<file path="config.mk">
export PLATFORM = sky130hd
export DESIGN_NAME = rob_commit
export DESIGN_NICKNAME = d
export VERILOG_FILES = /design/src/rtl/rob_commit.sv
export SDC_FILE = /design/constraint.sdc
export NUM_CORES = 1
export LEC_CHECK = 0
export CAP_MARGIN = 20
export CELL_PAD_IN_SITES_DETAIL_PLACEMENT = 1
export CELL_PAD_IN_SITES_GLOBAL_PLACEMENT = 1
export CORE_ASPECT_RATIO = 1.5
export CORE_MARGIN = 2
export CORE_UTILIZATION = 30
export CTS_CLUSTER_SIZE = 24
export DETAILED_ROUTE_END_ITERATION = 10
export HOLD_SLACK_MARGIN = 0.02
export PLACE_DENSITY_LB_ADDON = 0.3
export RECOVER_POWER = 50
export SYNTH_ARGS = -nofsm -noshare
export SYNTH_HDL_FRONTEND = slang
export SYNTH_SLANG_ARGS = --single-unit
</file>
<file path="constraint.sdc">
create_clock -name clk1 -period 5.3 [get_ports clk1]
set_input_delay 0.795 -clock clk1 [delete_from_list [all_inputs] [get_ports clk1]]
set_output_delay 0.795 -clock clk1 [all_outputs]
set_load 0.1 [all_outputs]
</file>
<file path="src/rtl/rob_commit.sv">
// Reorder buffer: in-order allocate at tail, out-of-order CDB completion, in-order retire at head.
// Also provides a combinational operand lookup with CDB forwarding for dispatch.
module rob_commit #(
  parameter int unsigned DEPTH  = 8,
  parameter int unsigned TAG_W  = 3,
  parameter int unsigned DATA_W = 32,
  parameter int unsigned REG_W  = 4
) (
  input  logic              clk1,
  input  logic              rst,
  input  logic              alloc_valid,
  input  logic [REG_W-1:0]  alloc_dest,
  output logic              alloc_ready,
  output logic [TAG_W-1:0]  alloc_tag,
  input  logic              cdb_valid,
  input  logic [TAG_W-1:0]  cdb_tag,
  input  logic [DATA_W-1:0] cdb_data,
  input  logic [TAG_W-1:0]  lookup_tag,
  output logic              lookup_ready,
  output logic [DATA_W-1:0] lookup_data,
  output logic              commit_valid,
  output logic [REG_W-1:0]  commit_dest,
  output logic [DATA_W-1:0] commit_data,
  output logic [TAG_W:0]    count,
  output logic              empty
);

  localparam logic [TAG_W:0] FullCount = (TAG_W + 1)'(DEPTH);

  logic [DEPTH-1:0]  busy_q;
  logic [DEPTH-1:0]  done_q;
  logic [REG_W-1:0]  dest_q [DEPTH];
  logic [DATA_W-1:0] data_q [DEPTH];

  logic [TAG_W-1:0]  head_q;
  logic [TAG_W-1:0]  tail_q;
  logic [TAG_W:0]    count_q;
  logic [TAG_W:0]    count_d;

  logic              commit_valid_q;
  logic [REG_W-1:0]  commit_dest_q;
  logic [DATA_W-1:0] commit_data_q;

  logic fire;
  logic retire;
  logic cdb_wr;

  // No same-cycle bypass: a retiring slot is only offered the following cycle.
  assign alloc_ready = (count_q < FullCount);
  assign alloc_tag   = tail_q;
  assign fire        = alloc_valid && alloc_ready;
  assign retire      = busy_q[head_q] && done_q[head_q];
  assign cdb_wr      = cdb_valid && busy_q[cdb_tag] && !done_q[cdb_tag];

  assign count        = count_q;
  assign empty        = (count_q == '0);
  assign commit_valid = commit_valid_q;
  assign commit_dest  = commit_dest_q;
  assign commit_data  = commit_data_q;

  always_comb begin
    count_d = count_q;
    if (fire && !retire) begin
      count_d = count_q + 1'b1;
    end else if (retire && !fire) begin
      count_d = count_q - 1'b1;
    end
  end

  // Allocation, writeback and retire never touch the same slot in one cycle:
  // the tail slot is free when allocating, and the head slot is already done when retiring.
  always_ff @(posedge clk1) begin
    if (rst) begin
      busy_q         <= '0;
      done_q         <= '0;
      head_q         <= '0;
      tail_q         <= '0;
      count_q        <= '0;
      commit_valid_q <= 1'b0;
      commit_dest_q  <= '0;
      commit_data_q  <= '0;
    end else begin
      if (fire) begin
        busy_q[tail_q] <= 1'b1;
        done_q[tail_q] <= 1'b0;
        tail_q         <= tail_q + 1'b1;
      end
      if (cdb_wr) begin
        done_q[cdb_tag] <= 1'b1;
      end
      if (retire) begin
        busy_q[head_q] <= 1'b0;
        done_q[head_q] <= 1'b0;
        head_q         <= head_q + 1'b1;
        commit_dest_q  <= dest_q[head_q];
        commit_data_q  <= data_q[head_q];
      end
      // arf[0] is hardwired zero, so a dest-0 retire produces no write pulse.
      commit_valid_q <= retire && (dest_q[head_q] != '0);
      count_q        <= count_d;
    end
  end

  // Payload storage needs no reset; busy/done qualify every use.
  always_ff @(posedge clk1) begin
    if (!rst && fire) begin
      dest_q[tail_q] <= alloc_dest;
    end
    if (!rst && cdb_wr) begin
      data_q[cdb_tag] <= cdb_data;
    end
  end

  always_comb begin
    lookup_ready = 1'b0;
    lookup_data  = '0;
    if (busy_q[lookup_tag]) begin
      if (done_q[lookup_tag]) begin
        lookup_ready = 1'b1;
        lookup_data  = data_q[lookup_tag];
      end else begin
        lookup_ready = cdb_valid && (cdb_tag == lookup_tag);
        lookup_data  = cdb_data;
      end
    end
  end

endmodule

</file>
## Yosys cells after proc, flatten, opt, wreduce, memory -nomap -nowiden

Memory sizes are Yosys's and may differ from the RTL's. A register that Yosys moved wholly into a read port is not among the register bits.
Cells that the tools add are included.

- $lt $le $gt $ge: 8
- Add/sub/neg operators: 4
- Equality and inequality tests: 1
- Multiplexer cells: 38
- Reduce and logical (&&, ||, !) cells: 20
- Bitwise logic cells: 7

Operators by type and width:

| kind | count |
|---|---|
| $mux 32 | 2 |
| $mux 8 | 8 |
| $and 8x8->8 | 3 |
| $bmux 1 s3 | 6 |
| $lt 3x4->1 const B | 4 |
| $not 8->8 | 2 |
| $or 8x8->8 | 2 |
| $mux 1 | 15 |
| $logic_and 1x1->1 | 13 |
| $demux 1 s3 | 3 |
| $ge 3x1->1 const B | 3 |
| $mux 4 | 2 |
| $add 3x1->3 const B | 2 |
| $mux 3 | 2 |
| $add 4x1->4 const B | 1 |
| $logic_not 1->1 | 4 |
| $logic_not 4->1 | 1 |
| $lt 4x4->1 const B | 1 |
| $reduce_bool 4->1 | 1 |
| $sub 4x1->4 const B | 1 |
| $eq 3x3->1 | 1 |
| $reduce_bool 2->1 | 1 |

- Output and inout bits: 79
- Register bits: 31
- Bits in writable memories: 288
- Memories: 2
- Logic and storage cells: 87

Memory list:

| name | words | bits a word | read ports | clocked after memory_dff | wr ports | RTL line | source |
|---|---|---|---|---|---|---|---|
| data_q | 8 | 32 | 2 | 1 | 1 | 33 | `logic [DATA_W-1:0] data_q [DEPTH];` |
| dest_q | 8 | 4 | 1 | 1 | 1 | 32 | `logic [REG_W-1:0] dest_q [DEPTH];` |

## Depth between registers and ports, before layout

- Word-level depth: 13
- Mapped depth: 16

## Worst setup path after synthesis

No wires, ideal clock.

- Kind: in2out
- Start: in lookup_tag[0]
- End: out lookup_data[10]
- Required time: 4.505 ns
- Path buffers: 3
- Cell stages on the path: 6
- Path slack: 0.210 ns
- Arrival time: 4.295 ns
- Path through: buf_2 > mux4_2 > mux2_2 > buf_2 > clkbuf_1 > a211oi_1

- Word-level cells in the longest chain between the ends: 4
- Elaborated cells between the ends (all ways): 7
- Those cells by class: mux: 6; memory: 1

Ends and longest elaborated chain:

| item | RTL line | source |
|---|---|---|
| start: declaration | 18 | `input logic [TAG_W-1:0] lookup_tag,` |
| $bmux 1 s3 | 118 | `if (done_q[lookup_tag]) begin` |
| $mux 1 (not written as such) | 118 |  |
| $mux 32 | 118 |  |
| $mux 32 * | 117 | `if (busy_q[lookup_tag]) begin` |
| end: declaration | 20 | `output logic [DATA_W-1:0] lookup_data,` |

Mark *: on every way between the ends. The rest lies on a longest branch, timed or not. The select of a mux whose other input is x is not followed.

## Worst setup path in the final report

- Start: reg head_q[2]
- End: reg done_q[4]

- Word-level cells in the longest chain between the ends: 7
- Elaborated cells between the ends (all ways): 13
- Those cells by class: order compare: 2; mux: 7; bitwise: 2; reduce/logical: 2

Ends and longest elaborated chain:

| item | RTL line | source |
|---|---|---|
| start: declaration | 35 | `logic [TAG_W-1:0] head_q;` |
| start signal: assignment | 94 | `head_q <= head_q + 1'b1;` |
| $lt 3x4->1 (not written as such) / $ge 3x1->1 (equally long branches) | 93 | `done_q[head_q] <= 1'b0;` |
| $logic_and 1x1->1 (not written as such) | 93 |  |
| $mux 1 (not written as such) | 93 |  |
| $demux 1 s3 | 93 |  |
| $not 8->8 (no line) | n/a |  |
| $and 8x8->8 (no line) | n/a |  |
| $mux 8 * | 91 | `if (retire) begin` |
| end signal: indexed assignment | 85 | `done_q[tail_q] <= 1'b0;` |
| end signal: indexed assignment | 89 | `done_q[cdb_tag] <= 1'b1;` |
| end signal: indexed assignment | 93 |  |
| end: declaration | 31 | `logic [DEPTH-1:0] done_q;` |

Marked as above.
A chain may end at the register's enable or synchronous reset.

==> results list <==
- The run finished, with violations left.
* Violated checks: max-capacitance violations, max-slew violations
* CTS resizes: 0
- Summed over all instances, the cell type with the most area after synthesis is edfxtp_1.
- In the final routed layout, each cell accounts on average for between 20 and 30 µm.
* Yosys warns: 0
- The tree is rooted in a clkbuf_16.
* Actual transition at the worst max-transition pin: 1964 ps
- Setup violations remaining at the end of the flow were counted as 0.
- Required time at the endpoint of the critical path: 5690 ps
- Number of synthesized register bits: 354
* Clock buffer depth: 3
* Combinational family with the most area after synthesis: multiplexers
* Flip-flop and latch area: 9981 µm²
- Routability-driven placement finished with a final weighted congestion of 0.7918.
- Static power due to leakage: around 6.2 nW
- Dividing total power by cell area gives a power density of ~340 nW/µm².
* Total Wirelength: 53200 µm
- Source-to-sink clock delay at the later pin of the worst-skew pair: 540 ps
- In the post-route analysis, the smallest setup slack over all paths is 1009 ps.
- Clock-pin transition on the worst setup and hold timing paths: 60 ps
* Maximum operating frequency: 233.0 MHz
- Standard cell core area: around 55000 µm²
- Number of distinct library cells after synthesis: 57
- In the synthesized netlist, mux cells make up around a fifth of the area.
- Hold timing on the final database bottoms out at a slack of 498.1 ps.
- Yosys mapped a number of flops with a built-in enable equal to about 290.
- Via density per instance: approximately 5.6
* Fraction of layout cells with a size suffix above 1: 20.81%
- Subtracting the final worst setup slack from the clock period gives 4291 ps.
- Worst relative slew slack: -30.93%
- The final critical path takes up about four fifths of the cycle.
- Sink count of the clock tree: 354
- OpenSTA, run right after detailed placement, puts the worst setup slack at between 800 and 900 ps.
- STA classifies the critical path endpoint as a register.
- Effective utilization at floorplan: between 30% and 40%
* GR Util All Layers: 18.61%
- The final hold violation count is 0.
- For this run, the leading register cell type out of synthesis is edfxtp_1.
- The synthesized netlist devotes 9.865% of its cell area to compound gates.
- Once detail routing completed, the nets flagged for antenna violations numbered 0.
- Ranking of synthesized cells by area: edfxtp_1 (52%), mux4_2 (9.8%), dfxtp_1 (8.0%)
- Across all layers, the routed design uses 11032 vias.
- Die area: roughly 57000 µm²
- Height of the chip: 291.5 µm
- Measured on the finished design, the core utilization comes to 36.43%.
* Arrival time at the worst endpoint: 4680 ps
- Reg2reg path depth: 6
- Adder-cell share of the synthesized area: less than 1%
- Post-CTS setup buffer count: 0
- Kind of start point of the critical path: register
* Final instance area: just under 20000 µm²
* Iteration-0 DRC Markers: ~580
* Ys async rst share: 0%
- 125 I/O pins were placed.
- TritonCTS created 36 clock buffers.
- Via count of the first global-routing pass: approximately 12000
- The min-delay analysis places its worst path in the category reg2reg.
- The number of antenna diodes in the final layout is 0.
- Synthesis produced a netlist whose cell count is 1165.
* Cell row count: ~110
* Area of the multi-input gates: 6150 µm²
- Number of hold buffers added after CTS: 0
- Fraction of post-synthesis cell area in the top cell type by area: 52.33%
- Floorplan die width: 195.6 µm
* Clock Skew: 25.78 ps
- For the final routed database, the setup TNS stands at 0 ps.
* Pre-antenna DRT Iters: 5
- Type of the worst setup path: reg2reg
- IR analysis of the VDD net gives a maximum drop of between 0.00015 and 0.0002 V.
* Critical path fanouts, max: 52
- Relative to the synthesized area, the layout overhead comes to 20.19%.
- HPWL after detailed placement: 33290 µm
- The number of max-slew violations in the final report is 55.
- Nets: roughly 1300
* Post-Synthesis Mean Instance Area: 14.19 µm²
- Initial antenna violation count: 2
* Aggregate global routing overflow: 0
- Part of the Yosys area used for sequential elements: 60.33%
- The worst hold path was traced through 2 stages.
- Layout filler cell count: 5558
- Setup repair after global routing missed its margin: no
* Share of synthesized cell area in and, or, nand and nor gates: 6.208%
- Entering global routing, the biggest net connects 66 pins.
* Detailed-route DRC error count: 0
- Max-cap violations in this run came to 2.
* Port Buf Inserts: around 120
* H-Tree Level Count: 2
- Of the total synthesized cell area, the portion taken by XOR and XNOR cells is 0.4240%.
- Clock tree from TritonCTS: done
- The cell area that synthesis handed to floorplanning was 16530 µm².
- Net count of the mapped netlist: 1217
- Instance area at placement: 18610 µm²
- First-pass GRT wire length: 79090 µm
## flip-flops by register name, indices dropped and copies added (netlist names), named ones only
signal and count:
alloc_tag 3, busy_q 8, commit_data 32, commit_dest 4
commit_valid 1, count 4, data_q 256, dest_q 32
done_q 8, head_q 3
## kinds of logic (layout without fill, tap and decap cells)
| group | Yosys count | count (layout) |
|---|---|---|
| xor gates and xnor gates | 8 | 8 |
| AOI/OAI and AO/OA | 243 | 243 |
| DFF | 354 | 354 |
| adders and majority gates | 6 | 6 |
| muxes | 229 | 229 |
| and+or+nand+nor | 211 | 211 |
| buffers and inverters | 114 | 232 |
## critical path, cell delays in order, from the launching register on
cell,delay [ps]
dfxtp_4,790
nand2_1,150
buf_4,360
o2111ai_1,860
clkbuf_1,1470
and4_1,400
nor3_1,60
## stage by stage
step	cells	total power, mW
after floorplan	1165	3.678
after global placement	1911	3.957
after detailed placement	1911	3.969
after CTS	1977	6.741
after global routing	1978	6.871
final	1978	6.659
## final cells by class
cell class | count | area share, %
Inverter | 11 | 0.2079
Sequential cell | 354 | 50.25
Timing Repair Buffer | 155 | 7.786
Tap cell | 695 | 4.378
Clock buffer | 49 | 5.146
Clock inverter | 17 | 1.272
Multi-Input combinational cell | 697 | 30.96
## synthesized netlist by cell type, types with 5 or more instances
| library cell | count |
|---|---|
| o31ai_1 | 5 |
| dfxtp_1 | 66 |
| a211oi_1 | 61 |
| a22oi_1 | 34 |
| mux2_2 | 52 |
| buf_2 | 36 |
| a21oi_1 | 75 |
| mux4_2 | 72 |
| xnor2_1 | 6 |
| inv_1 | 10 |
| nand2_1 | 42 |
| ha_1 | 5 |
| a32oi_1 | 7 |
| nand3_1 | 7 |
| mux2i_1 | 104 |
| nor4_1 | 27 |
| nor3_1 | 35 |
| o22ai_1 | 32 |
| buf_1 | 7 |
| nor2_1 | 70 |
| nor2b_1 | 8 |
| o211ai_1 | 5 |
| clkbuf_1 | 58 |
| edfxtp_1 | 288 |
## power breakdown
group          total [mW]  internal (mW)  switching (mW)
logic               0.821          0.237           0.584
clock network        2.76           1.66            1.11
registers            3.08           3.03          0.0429
total                6.66           4.92            1.73
## cell usage in the layout (no fill, tap or decap), types with 9 or more instances in the layout
cell type	n
mux2i_1	103
clkbuf_16	38
a211oi_1	61
nor4_1	27
a21oi_1	75
buf_12	14
buf_4	51
nor2_1	64
a22oi_1	34
mux2_2	51
edfxtp_1	288
dlygate4sd3_1	57
nor3_1	33
clkbuf_1	10
dfxtp_1	63
mux4_2	72
nand2_1	42
inv_1	9
o22ai_1	32
clkdlybuf4s50_1	30
## metal layers
layer	vias to the layer above	track usage [%]	routed length, µm
met1	5785	21.20	20470
met4	0	6.703	1651
met3	101	2.340	1975
li1	4859	-	-
met5	-	0	0
met2	287	35.31	29100
## worst paths after layout
| path | slack [ps] | from | endpoint |
|---|---|---|---|
| setup / recovery | 1010 | head_q[2] | done_q[4] |
| hold / removal | 500 | commit_dest[3] | commit_dest[3] |
| setup reg to reg | 1010 | head_q[2] | done_q[4] |
| hold reg to reg | 500 | commit_dest[3] | commit_dest[3] |
(Power assumes the default switching activity.)
